$ cat config.mk
export PLATFORM = sky130hd
export DESIGN_NAME = audio_sample_sched
export DESIGN_NICKNAME = d
export VERILOG_FILES = /design/src/rtl/audio_pkg.sv /design/src/rtl/audio_src_fetch.sv /design/src/rtl/audio_sample_sched.sv
export SDC_FILE = /design/constraint.sdc
export NUM_CORES = 1
export LEC_CHECK = 0
export ABC_CLOCK_PERIOD_IN_PS = 6500
export BUFFER_PORTS_ARGS = -buffer_cell sky130_fd_sc_hd__buf_2
export CAP_MARGIN = 20
export CORE_MARGIN = 2
export CORE_UTILIZATION = 63
export CTS_CLUSTER_DIAMETER = 150
export DETAILED_ROUTE_END_ITERATION = 6
export PLACE_DENSITY = 0.87
export SKIP_LAST_GASP = 1
export SLEW_MARGIN = 0
export SYNTH_ARGS = -nofsm -noshare
export SYNTH_HDL_FRONTEND = slang
export SYNTH_SLANG_ARGS = --single-unit
$ cat constraint.sdc
create_clock -name clk -period 6.5 [get_ports clk]
set_clock_uncertainty 0.1 [all_clocks]
set_input_delay 0.65 -clock clk [delete_from_list [all_inputs] [get_ports clk]]
set_output_delay 0.65 -clock clk [all_outputs]
set_load 0.05 [all_outputs]
$ cat src/rtl/audio_pkg.sv
// Shared types and widths for the audio sample scheduler.
// Used by the fetch unit and the top-level sequencer.
package audio_pkg;

  localparam int IN_W        = 16;
  localparam int MIX_W       = 17;
  localparam int OUT_W       = 24;
  localparam int CNT_W       = 6;
  localparam int TIMEOUT_DEF = 32;

  typedef enum logic [1:0] {
    ST_IDLE    = 2'd0,
    ST_REQ_PCM = 2'd1,
    ST_REQ_PSG = 2'd2,
    ST_MIX     = 2'd3
  } state_t;

  // Sign-extend to mix width, then arithmetic attenuation.
  function automatic logic signed [MIX_W-1:0] att_shift(
    input logic [IN_W-1:0] x,
    input logic [3:0]      att
  );
    logic signed [MIX_W-1:0] e;
    e = {x[IN_W-1], x};
    return e >>> att;
  endfunction

endpackage

$ cat src/rtl/audio_src_fetch.sv
// One source handshake: level req, ack or timeout,
// capture registers and saturating underrun counter.
module audio_src_fetch
  import audio_pkg::*;
#(
  parameter int TIMEOUT = TIMEOUT_DEF
) (
  input  logic            clk,
  input  logic            rst_n,
  input  logic            start,
  input  logic            stat_clr,
  input  logic            ack,
  input  logic [IN_W-1:0] in_left,
  input  logic [IN_W-1:0] in_right,
  output logic            req,
  output logic            done,
  output logic [IN_W-1:0] left,
  output logic [IN_W-1:0] right,
  output logic [7:0]      underruns
);

  logic [CNT_W-1:0] cnt;
  logic             tmo;

  assign tmo  = (cnt == CNT_W'(TIMEOUT - 1));
  assign done = req & (ack | tmo);

  // Request level and wait counter; cleared on start.
  always_ff @(posedge clk or negedge rst_n) begin
    if (!rst_n) begin
      req <= 1'b0;
      cnt <= '0;
    end else if (start) begin
      req <= 1'b1;
      cnt <= '0;
    end else if (req) begin
      cnt <= cnt + 1'b1;
      if (done) req <= 1'b0;
    end
  end

  // Capture on ack; an ack on the timeout cycle still wins.
  always_ff @(posedge clk or negedge rst_n) begin
    if (!rst_n) begin
      left  <= '0;
      right <= '0;
    end else if (req & ack) begin
      left  <= in_left;
      right <= in_right;
    end else if (req & tmo) begin
      left  <= '0;
      right <= '0;
    end
  end

  // Saturating underrun count; clear beats increment.
  always_ff @(posedge clk or negedge rst_n) begin
    if (!rst_n) begin
      underruns <= '0;
    end else if (stat_clr) begin
      underruns <= '0;
    end else if (req & tmo & ~ack & (underruns != 8'hFF)) begin
      underruns <= underruns + 1'b1;
    end
  end

endmodule

$ cat src/rtl/audio_sample_sched.sv
// Per-frame PCM/PSG fetch sequencer and mixer
// feeding stable 24-bit words to the DAC interface.
module audio_sample_sched
  import audio_pkg::*;
#(
  parameter int TIMEOUT = TIMEOUT_DEF
) (
  input  logic        clk,
  input  logic        rst_n,
  input  logic        next_sample,
  output logic        pcm_req,
  input  logic        pcm_ack,
  input  logic [15:0] pcm_left,
  input  logic [15:0] pcm_right,
  output logic        psg_req,
  input  logic        psg_ack,
  input  logic [15:0] psg_left,
  input  logic [15:0] psg_right,
  input  logic [3:0]  pcm_att,
  input  logic [3:0]  psg_att,
  input  logic        mute,
  output logic [23:0] left_data,
  output logic [23:0] right_data,
  output logic [7:0]  pcm_underruns,
  output logic [7:0]  psg_underruns,
  output logic        overrun,
  input  logic        stat_clr
);

  state_t state;
  state_t state_nx;

  logic pcm_start;
  logic psg_start;
  logic pcm_done;
  logic psg_done;

  logic [IN_W-1:0] pcm_l;
  logic [IN_W-1:0] pcm_r;
  logic [IN_W-1:0] psg_l;
  logic [IN_W-1:0] psg_r;

  logic signed [MIX_W-1:0] sum_l;
  logic signed [MIX_W-1:0] sum_r;

  assign pcm_start = (state == ST_IDLE) & next_sample;
  assign psg_start = (state == ST_REQ_PCM) & pcm_done;

  audio_src_fetch #(.TIMEOUT(TIMEOUT)) u_pcm (
    .clk       (clk),
    .rst_n     (rst_n),
    .start     (pcm_start),
    .stat_clr  (stat_clr),
    .ack       (pcm_ack),
    .in_left   (pcm_left),
    .in_right  (pcm_right),
    .req       (pcm_req),
    .done      (pcm_done),
    .left      (pcm_l),
    .right     (pcm_r),
    .underruns (pcm_underruns)
  );

  audio_src_fetch #(.TIMEOUT(TIMEOUT)) u_psg (
    .clk       (clk),
    .rst_n     (rst_n),
    .start     (psg_start),
    .stat_clr  (stat_clr),
    .ack       (psg_ack),
    .in_left   (psg_left),
    .in_right  (psg_right),
    .req       (psg_req),
    .done      (psg_done),
    .left      (psg_l),
    .right     (psg_r),
    .underruns (psg_underruns)
  );

  // Next-state: each fetch phase ends on its source's done.
  always_comb begin
    state_nx = state;
    unique case (state)
      ST_IDLE:    if (next_sample) state_nx = ST_REQ_PCM;
      ST_REQ_PCM: if (pcm_done)    state_nx = ST_REQ_PSG;
      ST_REQ_PSG: if (psg_done)    state_nx = ST_MIX;
      ST_MIX:                      state_nx = ST_IDLE;
      default:                     state_nx = ST_IDLE;
    endcase
  end

  // State register.
  always_ff @(posedge clk or negedge rst_n) begin
    if (!rst_n) state <= ST_IDLE;
    else        state <= state_nx;
  end

  // Exact 17-bit sums of the attenuated operands.
  always_comb begin
    sum_l = att_shift(pcm_l, pcm_att) + att_shift(psg_l, psg_att);
    sum_r = att_shift(pcm_r, pcm_att) + att_shift(psg_r, psg_att);
  end

  // Output words change only in MIX and hold otherwise.
  always_ff @(posedge clk or negedge rst_n) begin
    if (!rst_n) begin
      left_data  <= '0;
      right_data <= '0;
    end else if (state == ST_MIX) begin
      if (mute) begin
        left_data  <= '0;
        right_data <= '0;
      end else begin
        left_data  <= {sum_l, 7'b0};
        right_data <= {sum_r, 7'b0};
      end
    end
  end

  // Sticky overrun on a frame pulse while busy.
  always_ff @(posedge clk or negedge rst_n) begin
    if (!rst_n)                                 overrun <= 1'b0;
    else if (stat_clr)                          overrun <= 1'b0;
    else if (next_sample && state != ST_IDLE)   overrun <= 1'b1;
  end

endmodule

## After elaboration in Yosys (flattened, before gate mapping)

Index checks and enable logic that the tools add are counted.

- Bits in registers: 145
- Output and inout bits: 67
- Input port bits: 79
- Word-level logic and storage cells: 89

- Add/sub/neg operators: 6
- Reduce and logical (&&, ||, !) cells: 11
- Bitwise logic cells: 16
- Multiplexer cells: 28
- Eq/ne operators: 10
- Shifts and indexed selects: 4

Operator list:

| kind | count |
|---|---|
| 2-to-1 mux 16 bit | 6 |
| >>> shifter 16 x 4 -> 17 bit | 4 |
| 2-to-1 mux 24 bit | 2 |
| adder 17 bit | 2 |
| 2-to-1 mux 8 bit | 4 |
| 2-to-1 mux 6 bit | 4 |
| adder 8 x 1 -> 8 bit (second input constant) | 2 |
| inequality test 8 bit (second input constant) | 2 |
| nonzero test 2 bit | 8 |
| adder 6 x 1 -> 6 bit (second input constant) | 2 |
| bitwise AND 1 bit | 12 |
| == test 6 x 5 -> 1 bit (second input constant) | 2 |
| 2-to-1 mux 1 bit | 8 |
| case mux 2 bit (4 select lines) | 1 |
| 2-to-1 mux 2 bit | 3 |
| inequality test 2 bit (second input constant) | 3 |
| == test 2 bit (second input constant) | 2 |
| AND reduction 3 bit | 1 |
| == test 2 x 1 -> 1 bit (second input constant) | 1 |
| zero test 2 bit | 1 |
| inverter 1 bit | 2 |
| OR 1 bit | 2 |
| logical AND 1 bit | 1 |

## Longest topological paths before layout

Gate-level depths: netlist of run 1.

- Depth in word-level cells: 6
- Depth in mapped cells: 16
- Depth with buffers taken out: 14

## Hierarchy

From an unflattened synthesis of run 1, not the netlist that was laid out.

- Cells, all modules: 1102
- Area, all modules: 9718.1 um^2

By module, submodules not included:

| module | cells each | area each (um^2) | times used | seq. area each (um^2) |
|---|---|---|---|---|
| audio_sample_sched | 674 | 5661.7 | 1 | 925.9 |
| audio_src_fetch | 214 | 2028.2 | 2 | 1176.1 |

## Worst setup path before layout of run 1

No wires, ideal clock.

- Path kind: input to register
- Start point: input pcm_att[1]
- End point: register left_data[21]
- Cell stages on the path: 16
- Path buffers: 2
- Arrival time: 3749 ps
- Setup slack: 2530 ps
- Path through: buf_2 -> buf_2 -> mux2_2 -> nor2_1 -> a21oi_1 -> mux2_2 -> nand2_1 -> o21ai_0 -> ha_1 -> fa_1 -> a21oi_1 -> o21ai_0 -> a211oi_1 -> nor4_1 -> or3_1 -> a32o_1

- Longest elaborated chain between the ends: 3

RTL lines:

| element | RTL line | source |
|---|---|---|
| start, declared | audio_sample_sched.sv:19 | `input logic [3:0] pcm_att,` |
| >>> shifter 16 x 4 -> 17 bit | audio_pkg.sv:25 | `return e >>> att;` |
| adder 17 bit | audio_sample_sched.sv:99 | `sum_l = att_shift(pcm_l, pcm_att) + att_shift(psg_l, psg_att);` |
| 2-to-1 mux 24 bit | audio_sample_sched.sv:109 | `if (mute) begin` |
| end signal, assigned | audio_sample_sched.sv:113 | `left_data <= {sum_l, 7'b0};` |
| end, declared | audio_sample_sched.sv:22 | `output logic [23:0] left_data,` |

No other way between the ends.
A chain may end at the register's enable or synchronous reset.

## Final worst setup path of run 1

- Start point: input psg_att[0]
- End point: register left_data[21]

- Longest elaborated chain between the ends: 3

RTL lines:

| element | RTL line | source |
|---|---|---|
| start, declared | audio_sample_sched.sv:20 | `input logic [3:0] psg_att,` |
| >>> shifter 16 x 4 -> 17 bit | audio_pkg.sv:25 |  |
| adder 17 bit | audio_sample_sched.sv:99 |  |
| 2-to-1 mux 24 bit | audio_sample_sched.sv:109 |  |

No other way between the ends.

==> results of run 1 <==
critical path, stage by stage:
cell	delay (ns)
sky130_fd_sc_hd__buf_2	0.43
sky130_fd_sc_hd__inv_1	0.45
sky130_fd_sc_hd__a211oi_1	0.28
sky130_fd_sc_hd__a21oi_1	0.09
sky130_fd_sc_hd__mux2_2	0.32
sky130_fd_sc_hd__nand2_1	0.07
sky130_fd_sc_hd__o21ai_0	0.14
sky130_fd_sc_hd__ha_1	0.26
sky130_fd_sc_hd__fa_1	0.41
sky130_fd_sc_hd__a21oi_1	0.18
sky130_fd_sc_hd__o21ai_0	0.19
sky130_fd_sc_hd__a211oi_1	0.34
sky130_fd_sc_hd__nor4_1	0.10
sky130_fd_sc_hd__or3_1	0.31
sky130_fd_sc_hd__a32o_1	0.25
worst max-delay path by stage:
stage | depth (start not counted) | endpoint | slack [ns] | start
after global placement | 15 | left_data[21] | 2.00 | psg_att[0]
after CTS | 15 | left_data[21] | 2.26 | psg_att[0]
after detailed placement | 15 | left_data[21] | 1.85 | psg_att[0]
after global routing | 15 | left_data[21] | 1.99 | psg_att[0]
final | 15 | left_data[21] | 2.22 | psg_att[0]
after floorplan | 16 | left_data[21] | 2.53 | pcm_att[1]
placed cells by master (no fill, tap or decap), types with 32 or more instances in the layout:
| cell | Yosys | layout |
|---|---|---|
| sky130_fd_sc_hd__nand2_1 | 72 | 72 |
| sky130_fd_sc_hd__a21oi_1 | 85 | 85 |
| sky130_fd_sc_hd__o21ai_0 | 40 | 40 |
| sky130_fd_sc_hd__mux2i_1 | 58 | 58 |
| sky130_fd_sc_hd__ha_1 | 40 | 40 |
| sky130_fd_sc_hd__a22o_1 | 81 | 81 |
| sky130_fd_sc_hd__mux2_2 | 32 | 32 |
| sky130_fd_sc_hd__buf_2 | 22 | 130 |
| sky130_fd_sc_hd__dfrtp_1 | 131 | 131 |
| sky130_fd_sc_hd__nor2_1 | 103 | 103 |
per-stage QoR:
step           power, mW  hold slack (ns)  instances  area (µm²)
2_1_floorplan       3.50            0.254        996        9420
3_3_place_gp        4.09            0.367       1233        9960
3_5_place_dp        4.16            0.370       1233        9960
4_1_cts             5.21            0.153       1265       10600
5_1_grt             5.58            0.188       1267       10600
6_report            5.27            0.126       1267       10600
registers in the layout, indices dropped and copies added (netlist names):
| signal | count |
|---|---|
| right_data | 17 |
| u_pcm.underruns | 8 |
| overrun | 1 |
| u_psg.underruns | 8 |
| u_psg.cnt | 6 |
| u_psg.req | 1 |
| u_psg.right | 16 |
| u_pcm.left | 16 |
| state | 2 |
| u_pcm.right | 16 |
| u_pcm.cnt | 6 |
| left_data | 17 |
| u_pcm.req | 1 |
| u_psg.left | 16 |
layout make-up:
cell class | count | area share
Multi-Input combinational cell | 764 | 0.536
Sequential cell | 131 | 0.309
Timing Repair Buffer | 138 | 0.0684
Clock buffer | 18 | 0.0405
Tap cell | 184 | 0.0217
Clock inverter | 14 | 0.0180
Inverter | 18 | 0.00637
report_power, final:
part	total (mW)	leakage, nW	switching, mW	internal, mW
logic	2.82	2.99	1.68	1.14
registers	1.44	1.69	0.319	1.12
clock network	1.01	0.298	0.396	0.616
cells by family after synthesis:
| logic type | Yosys count |
|---|---|
| compound gates | 282 |
| xor+xnor | 43 |
| fa+ha+maj | 42 |
| buf+inv | 101 |
| flops | 131 |
| mux | 114 |
| other cells | 1 |
| simple gates | 269 |
layer usage:
| layer | share of wire | vias up | track usage |
|---|---|---|---|
| met5 | 0.00055 | - | 0 |
| met4 | 0.022 | 2 | 0.0957 |
| met3 | 0.075 | 43 | 0.0612 |
| met2 | 0.47 | 374 | 0.472 |
| met1 | 0.43 | 3872 | 0.411 |
| li1 | - | 3771 | - |
==> reports/metrics.csv, run 1 <==
stage,metric,value,unit
run_status,result of the run,"finished, final reports clean",
finish,flip-flop and latch area,0.00328,mm²
hold_path,type of the worst min-delay path,in2async,
power_and_ir_drop,P per Cell Area,496,mW/mm²
detailed_routing,# DRC,0,
synthesis,simple-gate portion of the synthesized area,0.135,
global_route,global-route total usage across every layer,0.296,
finish,number of inserted diodes,0,
floorplanning,standard-cell rows,44,
timing,"Period Utilization, post-route",0.658,
synthesis,"area leader, netlist",sky130_fd_sc_hd__dfrtp_1,
clocking,Root Buffer,sky130_fd_sc_hd__clkbuf_16,
timing,RSZ-0062 raised after global routing,no,
clocking,number of gates resized after cts,0,
global_route,largest net degree at the start of global routing,81,
floorplanning,I/O pin count,146,
setup_path,WP data arrival,4.49,ns
power_and_ir_drop,cell leakage power,4.98,nW
timing,setup-violating endpoint count in the final report,0,
detailed_routing,First DRT Iteration DRCs,808,
timing,time the worst path needs with I/O delays and setup,4.28,ns
timing,setup slack of the critical path after layout,2.22,ns
synthesis,prevailing post-synth register cell,sky130_fd_sc_hd__dfrtp_1,
synthesis,most common library cells after synthesis,"131 x sky130_fd_sc_hd__dfrtp_1, 103 x sky130_fd_sc_hd__nor2_1, 85 x sky130_fd_sc_hd__a21oi_1",
floorplanning,die area,0.0159,mm²
floorplanning,Die Y,126,µm
synthesis,Synth top area share,0.350,
synthesis,register bit count reported by yosys,131,
setup_path,critical path start-end classification,in2reg,
finish,net total in the final layout,1191,
setup_path,endpoint type of the worst setup path,register,
detailed_routing,average vias per placed instance,6.36,
finish,Finished Core Util,0.730,
synthesis,count of synthesis-stage warnings from yosys,0,
global_route,residual overflow from global routing,0,
setup_path,Reg-to-Reg End,left_data[21],
synthesis,number of enable flip-flop cells after synthesis,0,
timing,Pins Over Slew Limit,0,
clocking,number of buffers inserted to repair setup after CTS,0,
synthesis,main combinational cell family by area after synthesis,compound AO/OA/AOI/OAI gates,
synthesis,sequential share of the synthesized area,0.350,
setup_path,category of the worst setup path launch point,input port,
setup_path,required time at the worst-slack endpoint,6.71,ns
synthesis,number of standard cells after synthesis,983,
synthesis,largest cells by area after synthesis,"sky130_fd_sc_hd__dfrtp_1 35%, sky130_fd_sc_hd__a22o_1 7.6%, sky130_fd_sc_hd__mux2i_1 6.2%, sky130_fd_sc_hd__mux4_2 5.8%, sky130_fd_sc_hd__ha_1 5.3%",
finish,multi-input logic area,0.00569,mm²
synthesis,syn_area_per_cell,9.53,µm²
global_route,number of global-route vias before repair,7409,
timing,aggregate negative setup slack,0,ns
timing,Hold Fails Final Rpt,0,
synthesis,Yosys cell types,64,
global_route,wire length of the first global-routing pass,37900,µm
floorplanning,effective utilization at floorplan,0.645,
timing,Worst-Margin Slew,0.971,ns
synthesis,cell area after synthesis,0.00937,mm²
clocking,CTS tree,done,
clocking,Num Clock Sinks,131,
floorplanning,total core area,0.0145,mm²
synthesis,async set-or-reset flop fraction in the synthesized netlist,1.00,
placement,DPL Wire Length,16800,µm
clocking,insertion delay to the later sink of the worst-skew pair,0.43,ns
power_and_ir_drop,maximum vdd drop,246,µV
setup_path,peak fanout along the critical path,27,
finish,area added between synthesis and finish,13.2,%
finish,number of fillers in the final layout,1064,
detailed_routing,Via Count,8062,
placement,number of buffers added on ports,131,
synthesis,compound-cell area share of the yosys netlist,0.210,
setup_path,worst reg-to-reg setup slack,2.69,ns
detailed_routing,number of detailed-route iterations in the first pass,5,
clocking,number of buffers added to fix hold violations after cts,0,
synthesis,fraction of the mapped netlist area in adder cells,0.0577,
detailed_routing,WL per Instance,18.6,µm
placement,RePlAce Congestion,0.969,
timing,fmax,234,MHz
clocking,maximum number of buffers from clock root to sink,2,
global_route,antenna violations before repair,1,
clocking,clk slew on worst S/H paths,0.06,ns
clocking,H-tree level count,4,
detailed_routing,drt total wl,23500,µm
clocking,clock buffers created by TritonCTS,17,
placement,setup slack after placement,1.85,ns
detailed_routing,number of nets still failing antenna checks after routing,0,
synthesis,multiplexer area fraction after synthesis,0.158,
setup_path,reg-to-reg startpoint,u_psg.left[15],
timing,relative max-transition margin,0.353,
finish,share of cells above drive strength 1,0.218,
synthesis,synthesized-area fraction occupied by xor and xnor cells,0.0402,
synthesis,cell with the most instances after synthesis,sky130_fd_sc_hd__dfrtp_1,
setup_path,number of cells on the worst reg-to-reg path,14,
floorplanning,Die X-Extent,126,µm
job,Max-cap violations,0,
Note: power is estimated with default switching activity, not from simulation.
==> run 2: changes to the inputs <==
--- a/config.mk
+++ b/config.mk
@@ -5,14 +5,14 @@
 export SDC_FILE = /design/constraint.sdc
 export NUM_CORES = 1
 export LEC_CHECK = 0
-export ABC_CLOCK_PERIOD_IN_PS = 6500
+export ABC_CLOCK_PERIOD_IN_PS = 4220
 export BUFFER_PORTS_ARGS = -buffer_cell sky130_fd_sc_hd__buf_2
 export CAP_MARGIN = 20
 export CORE_MARGIN = 2
-export CORE_UTILIZATION = 63
+export CORE_UTILIZATION = 58
 export CTS_CLUSTER_DIAMETER = 150
 export DETAILED_ROUTE_END_ITERATION = 6
-export PLACE_DENSITY = 0.87
+export PLACE_DENSITY = 0.81
 export SKIP_LAST_GASP = 1
 export SLEW_MARGIN = 0
 export SYNTH_ARGS = -nofsm -noshare
==> constraint.sdc (replaced) <==
create_clock -name clk -period 4.22 [get_ports clk]
set_clock_uncertainty 0.1 [all_clocks]
set_input_delay 0.422 -clock clk [delete_from_list [all_inputs] [get_ports clk]]
set_output_delay 0.422 -clock clk [all_outputs]
set_load 0.05 [all_outputs]
==> run 2 against run 1 <==
  * Die area increased by 8.3%
  * Utilization shrank 4.9 points
  * Cell count up 3.9%
  * Total power is 53% higher
  * Sequential power increased by 52%
  * Cell area up 1.6%
  * Worst setup slack lost 1.8 ns
  * Hold slack worse by 0.12 ns
  * Routed wire length grew 1.7%
  * Critical path depth down 1
  * Largest power group unchanged
  * Highest routed layer is now met4
==> reports/metrics.csv, run 2 (synthesis gave the netlist of run 1 again) <==
stage,metric,value,unit
clocking,insertion delay to the later sink of the worst-skew pair,0.43,ns
floorplanning,standard-cell rows,46,
power_and_ir_drop,cell-internal power,4.37,mW
detailed_routing,# DRC,0,
power_and_ir_drop,switching power as a share of total power,0.458,
finish,Regs by FF count,"left_data: 17 flops, right_data: 17 flops",
global_route,antenna violations before repair,0,
placement,DPL Wire Length,17700,µm
global_route,largest net degree at the start of global routing,70,
detailed_routing,WL per Instance,18.2,µm
finish,number of fillers in the final layout,1218,
finish,number of non-filler instances in the completed layout,1316,
floorplanning,I/O pin count,146,
setup_path,endpoint type of the worst setup path,register,
setup_path,category of the worst setup path launch point,register,
detailed_routing,First DRT Iteration DRCs,703,
setup_path,critical path depth in cells,14,
floorplanning,Die X-Extent,131,µm
power_and_ir_drop,share of total power in combinational logic,0.546,
detailed_routing,average vias per placed instance,6.16,
hold_path,type of the worst min-delay path,in2async,
global_route,global-route total usage across every layer,0.284,
power_and_ir_drop,maximum vdd drop,382,µV
placement,number of buffers added on ports,131,
global_route,number of global-route vias before repair,7373,
timing,Worst Hold Margin,0.00226,ns
power_and_ir_drop,net switching power,3.69,mW
clocking,number of buffers added to fix hold violations after cts,0,
setup_path,reg-to-reg startpoint,u_psg.left[15],
clocking,number of buffers inserted to repair setup after CTS,0,
finish,share of cells above drive strength 1,0.230,
floorplanning,effective utilization at floorplan,0.592,
setup_path,Reg-to-Reg End,left_data[21],
power_and_ir_drop,cell leakage power,5.05,nW
floorplanning,Die Y,131,µm
clocking,H-tree level count,4,
finish,"commonest non-fill, non-tap cell in the layout",sky130_fd_sc_hd__dfrtp_1,
placement,RePlAce Congestion,0.950,
detailed_routing,number of nets still failing antenna checks after routing,0,
setup_path,slowest cell delay on critical path,0.51,ns
setup_path,number of buffer and inverter instances along the worst setup path,0,
job,Max-cap violations,0,
setup_path,WP data arrival,4.01,ns
global_route,residual overflow from global routing,0,
power_and_ir_drop,clock group share of total power,0.182,
finish,area added between synthesis and finish,15.0,%
timing,"Period Utilization, post-route",0.897,
power_and_ir_drop,proportion of power drawn by flip-flops and latches,0.272,
timing,Hold Fails Final Rpt,0,
clocking,maximum number of buffers from clock root to sink,2,
detailed_routing,number of detailed-route iterations in the first pass,6,
timing,Worst-Margin Slew,0.879,ns
clocking,number of gates resized after cts,0,
finish,"top library cells by usage in the layout, fill and taps aside","131 x sky130_fd_sc_hd__dfrtp_1, 130 x sky130_fd_sc_hd__buf_2, 103 x sky130_fd_sc_hd__nor2_1",
timing,aggregate negative setup slack,0,ns
clocking,CTS tree,done,
setup_path,number of cells on the worst reg-to-reg path,14,
timing,setup-violating endpoint count in the final report,0,
global_route,wire length of the first global-routing pass,37700,µm
timing,time the worst path needs with I/O delays and setup,3.79,ns
timing,relative max-transition margin,0.414,
detailed_routing,drt total wl,23900,µm
clocking,clk slew on worst S/H paths,0.07,ns
clocking,clock buffers created by TritonCTS,17,
clocking,Num Clock Sinks,131,
power_and_ir_drop,P per Cell Area,747,mW/mm²
setup_path,"delay-heaviest family, CP",compound AO/OA/AOI/OAI gates,
power_and_ir_drop,overall power of the completed layout,8.05,mW
timing,RSZ-0062 raised after global routing,no,
setup_path,critical path start-end classification,reg2reg,
placement,Placed Cells incl. Taps,1282,
setup_path,cell-by-cell trace of the critical path,mux2_2 > nor2_1 > a21oi_1 > mux2_2 > nand2_1 > o21ai_0 > ha_1 > fa_1 > a21oi_1 > o21ai_0 > a211oi_1 > nor4_1 > or3_1 > a32o_1,
timing,fmax,264,MHz
floorplanning,total core area,0.0158,mm²
detailed_routing,Via Count,8109,
run_status,result of the run,"finished, final reports clean",
clocking,Root Buffer,sky130_fd_sc_hd__clkbuf_16,
setup_path,peak fanout along the critical path,10,
finish,net total in the final layout,1208,
floorplanning,die area,0.0172,mm²
finish,number of inserted diodes,0,
setup_path,required time at the worst-slack endpoint,4.44,ns
timing,Pins Over Slew Limit,0,
setup_path,cell with the largest stage delay on the worst path,sky130_fd_sc_hd__dfrtp_1,
setup_path,worst reg-to-reg setup slack,0.43,ns
## run 2: changes by cell type in the layout (fill, tap and decap cells not counted), sizes merged
cell / previous run / this run
buf: 138 / 155
clkbuf: 18 / 19
clkinv: 3 / 2
inv: 24 / 26
bufinv: 3 / 1
## run 2: layout make-up
class	instances	area [µm²]	share of cell area
well taps	216	270	0.0251
repair buffers	155	891	0.0827
flip-flops and latches	131	3280	0.304
multi-input cells	764	5690	0.528
inverters	18	67.6	0.00627
clock buffers	19	443	0.0411
clock inverters	13	140	0.0130
## run 2: metal layers
metal  global-route usage  part of all wire  wire (µm)
met1                0.396              0.44      10500
met2                0.455              0.47      11300
met3               0.0519             0.066       1570
met4               0.0870             0.020        484
met5                    0                 0          0
## run 2: power groups by stage
stage	Sequential [mW]	Combinational (mW)	Clock [mW]
6_report	2.19	4.40	1.47
4_1_cts	2.17	4.33	1.48
2_1_floorplan	2.45	2.94	0
3_5_place_dp	2.19	4.29	0
3_3_place_gp	2.17	4.23	0
5_1_grt	2.25	4.78	1.54
## run 2: worst max path at each step
stage | startpoint | endpoint | slack, ns
after floorplan | pcm_att[1] | left_data[21] | 0.48
after global placement | pcm_att[1] | right_data[17] | 0.26
after detailed placement | psg_att[1] | left_data[21] | 0.16
after CTS | u_psg.left[15] | left_data[21] | 0.51
after global routing | u_psg.left[15] | left_data[21] | 0.21
final | u_psg.left[15] | left_data[21] | 0.43
## run 2: stage by stage
| step | area [µm²] | util | setup slack [ns] |
|---|---|---|---|
| 6_report | 10800 | 0.681 | 0.435 |
| 5_1_grt | 10800 | 0.681 | 0.210 |
| 4_1_cts | 10700 | 0.677 | 0.513 |
| 3_5_place_dp | 10100 | 0.641 | 0.157 |
| 3_3_place_gp | 10100 | 0.641 | 0.260 |
| 2_1_floorplan | 9420 | - | 0.478 |
